**config.mk**
```make
export PLATFORM = sky130hd
export DESIGN_NAME = fifo_param
export DESIGN_NICKNAME = d
export VERILOG_FILES = /design/src/rtl/fifo_param.sv
export SDC_FILE = /design/constraint.sdc
export NUM_CORES = 1
export LEC_CHECK = 0
export ABC_AREA = 1
export BUFFER_PORTS_ARGS = -buffer_cell sky130_fd_sc_hd__buf_2
export CELL_PAD_IN_SITES_DETAIL_PLACEMENT = 1
export CELL_PAD_IN_SITES_GLOBAL_PLACEMENT = 2
export CORE_MARGIN = 8
export CORE_UTILIZATION = 38
export DETAILED_ROUTE_END_ITERATION = 10
export GPL_ROUTABILITY_DRIVEN = 0
export PLACE_DENSITY_LB_ADDON = 0.15
export SLEW_MARGIN = 25
export SYNTH_ARGS = -nofsm -noshare
export SYNTH_HDL_FRONTEND = slang
export SYNTH_SLANG_ARGS = --single-unit
```
**constraint.sdc**
```tcl
create_clock -name clk -period 2.9 [get_ports clk]
set_input_delay 0.58 -clock clk [delete_from_list [all_inputs] [get_ports clk]]
set_output_delay 0.58 -clock clk [all_outputs]
set_load 0.005 [all_outputs]
```
**src/rtl/fifo_param.sv**
```systemverilog
// Parametrised synchronous FIFO with occupancy count, almost-full/empty thresholds.
// Define FIFO_ERR_EN to build the sticky overflow/underflow error flags.
module fifo_param #(
   parameter int unsigned WIDTH    = 16,
   parameter int unsigned DEPTH    = 8,
   parameter int unsigned AF_LEVEL = DEPTH - 1,
   parameter int unsigned AE_LEVEL = 1
) (
   input  logic                       clk,
   input  logic                       rst,
   input  logic                       add_fifo,
   input  logic [WIDTH-1:0]           data_in,
   input  logic                       pop_fifo,
   output logic [WIDTH-1:0]           data_out,
   output logic                       fifo_empty,
   output logic                       fifo_full,
   output logic                       almost_full,
   output logic                       almost_empty,
   output logic [$clog2(DEPTH):0]     count,
   input  logic                       err_clr,
   output logic                       err_overflow,
   output logic                       err_underflow
);

   localparam int unsigned AW = $clog2(DEPTH);
   localparam int unsigned CW = AW + 1;
   localparam logic [CW-1:0] AF_TH = CW'(AF_LEVEL);
   localparam logic [CW-1:0] AE_TH = CW'(AE_LEVEL);

   logic [CW-1:0]    wr_ptr;
   logic [CW-1:0]    rd_ptr;
   logic [WIDTH-1:0] mem [DEPTH];
   logic             wr_en;
   logic             rd_en;

   // Status is a pure function of the registered pointers; the MSB is the wrap bit.
   assign fifo_empty   = (wr_ptr == rd_ptr);
   assign fifo_full    = (wr_ptr[AW] != rd_ptr[AW]) && (wr_ptr[AW-1:0] == rd_ptr[AW-1:0]);
   assign count        = wr_ptr - rd_ptr;
   assign almost_full  = (count >= AF_TH);
   assign almost_empty = (count <= AE_TH);

   assign wr_en = add_fifo & ~fifo_full;
   assign rd_en = pop_fifo & ~fifo_empty;

   assign data_out = fifo_empty ? '0 : mem[rd_ptr[AW-1:0]];

   always_ff @(posedge clk or posedge rst) begin
      if (rst) begin
         wr_ptr <= '0;
         rd_ptr <= '0;
      end else begin
         if (wr_en) wr_ptr <= wr_ptr + CW'(1);
         if (rd_en) rd_ptr <= rd_ptr + CW'(1);
      end
   end

   // Storage is left unreset; data_out is gated by fifo_empty.
   always_ff @(posedge clk) begin
      if (wr_en) mem[wr_ptr[AW-1:0]] <= data_in;
   end

`ifdef FIFO_ERR_EN
   // Sticky error flags; a set event in the same cycle as err_clr wins.
   always_ff @(posedge clk or posedge rst) begin
      if (rst) begin
         err_overflow  <= 1'b0;
         err_underflow <= 1'b0;
      end else begin
         if (add_fifo & fifo_full) err_overflow <= 1'b1;
         else if (err_clr)         err_overflow <= 1'b0;
         if (pop_fifo & fifo_empty) err_underflow <= 1'b1;
         else if (err_clr)          err_underflow <= 1'b0;
      end
   end
`else
   logic unused_err_clr;
   assign unused_err_clr = err_clr;
   assign err_overflow   = 1'b0;
   assign err_underflow  = 1'b0;
`endif

endmodule

```
==> results.toml <==
[sta]
skew_ps = 7.23
setup_viol = 0
worstMarginPinSlew_ps = 534
max_freq_mhz = 359
relSlewSlack = 0.644
hold_violations = 0
maxSlewViolCount = 0
fin_tns_setup_ps = 0
hold_slack_ps = 105
rsz0062_at_grt = "no"
setup_ws_ps = 111
min_period_over_period = 0.962
period_needed_ps = 2790

[clock_network]
clockBufferDepth = 2
cts.root.buffer_cell = "clkbuf_16"
cts_buffers = 17
clk_latency_ps = 420
htree_levels = 4
cts_tree = "yes"
cts.sinks = 136
clk_pin_slew_ps = 60
postCtsSetupBuffers = 0

[power_and_ir_drop]
p_per_area_nw_per_um2 = 1050
ir_drop_uv = 459
p_leak_nw = 3.44
total_power_mw = 7.74

[grt]
first_global_vias = 4724
antenna_found_initial = 0
track_usage = 0.165
grt_max_degree = 53
grt_pass1_wl_mm = 25.0
overflow = 0

[place]
portBuffers = 43
placed_cells = 907
place_area_um2 = 6780
dp_slack_ps = 511
dp.final_hpwl_mm = 9.60

[synth]
synth_area_leaders = "edfxtp_1 (61%), nand2_1 (11%), inv_1 (8.2%)"
synthMuxAreaShare = 0
synth_top_area_share = 0.615
synth_ff_type = "edfxtp_1"
seq_area_frac_synth = 0.647
synth_fa_ha_area_frac = 0.0132
synthTopCellsByCount = "nand2_1 (187), inv_1 (136), edfxtp_1 (128)"
synth-compound-area-share = 0.000800
yosys.area_share.simple = 0.219
synth_edf_count = 128
syn_avg_cell_area_um2 = 9.63
synth_seq_cells = 136
synth_xor_area_frac = 0.00981
synth_top_family_by_area = "simple AND/OR/NAND/NOR gates"
synthArstFlopShare = 0.0588
synth.most_common_cell = "nand2_1"
netlist_area_um2 = 6250
synthCells = 649
ys_types = 21
yosysTopAreaCell = "edfxtp_1"
ys_warn_count = 0

[floorplanning]
core-area_um2 = 16300
die_w_um = 144
ios = 47
dieHeight_um = 144
start_util = 0.382
std_cell_rows = 47
die_area_um2 = 20800

[routing]
route.detailed.drc = 0
vias_per_cell = 4.74
vias = 4447
post_drt_wl_per_cell_um = 16.8
drt_iter0_markers = 174
drt_pre_antenna_iters = 4
wl_mm = 15.8
drtAntennaViolNets = 0

[status]
status = "finished clean"

[final_layout]
drive_gt1_frac = 0.149
n_antenna_cell = 0
fin_util = 0.449
syn_to_final_growth_pct = 17.5
stdcell_count = 939
final_nets = 733
stdcell_area_um2 = 7340

[critical_path]
worst-r2r-setup-slack_ps = 720
reg2reg_depth = 7
arrival_ps = 2210
path_class = "flop to output pin"
r2r-start = "wr_ptr[2]$_DFFE_PP0P_"
worstPathMaxFanout = 15
cp_slowest_cell = "dfrtp_2"
start_kind = "flop"
crit_required_ps = 2320
cp_slowest_stage_delay_ps = 530
path_cells = "ha_1 > fa_1 > xnor2_2 > or2_1 > nor2_1 > buf_2"
reg2reg_to = "mem[2][1]$_DFFE_PP_"
worstSetupEndpointType = "output pin"

[hold_path]
hold_path.class = "input port to async pin"

[job]
drv_cap = 0
==> worst max path at each step <==
stage,start,end,slack (ps),depth (start not counted)
CTS,wr_ptr[0]$_DFFE_PP0P_,data_out[0],50,9
global route,rd_ptr[0]$_DFFE_PP0P_,almost_empty,20,6
global placement,wr_ptr[0]$_DFFE_PP0P_,data_out[0],540,9
finish,rd_ptr[0]$_DFFE_PP0P_,almost_empty,110,6
floorplan,rd_ptr[2]$_DFFE_PP0P_,mem[4][0]$_DFFE_PP_,280,9
detailed placement,wr_ptr[0]$_DFFE_PP0P_,data_out[0],510,9
==> critical path: cells and delay by family (launching register included) <==
family,cells,cell delay (ps)
xor+xnor,1,170
fa+ha+maj,2,670
buf+inv,1,110
flops,1,530
simple gates,2,300
==> sequential cells by signal, indices dropped and copies added (netlist names) <==
name	flops
wr_ptr	4
rd_ptr	4
mem	128
==> kinds of logic (layout without fill, tap and decap cells) <==
| kind of cell | Yosys count | count (layout) |
|---|---|---|
| XOR/XNOR | 7 | 7 |
| flip-flops | 136 | 136 |
| adder cells (fa/ha/maj) | 6 | 6 |
| other | 1 | 2 |
| AND/OR/NAND/NOR | 329 | 329 |
| AO/OA/AOI/OAI | 1 | 1 |
| buffers and inverters | 169 | 238 |
==> report_power, final <==
| group | total, mW | leakage, nW | internal, mW | switching, mW |
|---|---|---|---|---|
| registers | 2.65 | 1.26 | 2.48 | 0.168 |
| clock network | 2.00 | 0.257 | 1.18 | 0.825 |
| logic | 3.09 | 1.92 | 1.11 | 1.98 |
==> layout make-up <==
class,instances,area (µm²)
clock buffer,17,425
inverter,139,522
multi-input combinational,345,1530
fill,1905,9000
tap,220,275
timing repair buffer,67,412
clock inverter,15,130
sequential,136,4050
==> what timing repair did <==
item,in CTS,in global routing
resized for setup,0,3
endpoints found under the setup margin,0,9
hold buffers,0,0
==> metal layers <==
metal / routed length [µm] / GRT usage / up-vias
li1: - / - / 2142
met1: 6770 / 0.188 / 2218
met2: 8220 / 0.293 / 65
met3: 465 / 0.0327 / 22
met4: 298 / 0.0745 / 0
met5: 0 / 0 / -
==> cells in the final DEF (no fill, tap or decap) <==
| cell type | n |
|---|---|
| edfxtp_1 | 128 |
| nand3b_1 | 1 |
| inv_6 | 2 |
| or2_1 | 1 |
| nand2_1 | 187 |
| dfrtp_2 | 2 |
| inv_2 | 3 |
| clkinvlp_4 | 6 |
| clkinv_4 | 2 |
| xnor2_1 | 3 |
| buf_4 | 22 |
| clkinv_2 | 4 |
| dfrtp_1 | 6 |
| xnor2_2 | 1 |
| nand3_1 | 95 |
| inv_1 | 136 |
| fa_1 | 1 |
| buf_2 | 43 |
| a21oi_1 | 1 |
| buf_6 | 1 |
| buf_12 | 1 |
| bufinv_16 | 1 |
| nand2_4 | 1 |
| clkbuf_16 | 17 |
| xor2_1 | 3 |
| nand2_2 | 1 |
| nor2_1 | 43 |
| conb_1 | 2 |
| ha_1 | 5 |
No activity file was read; power rests on OpenSTA's default activity.
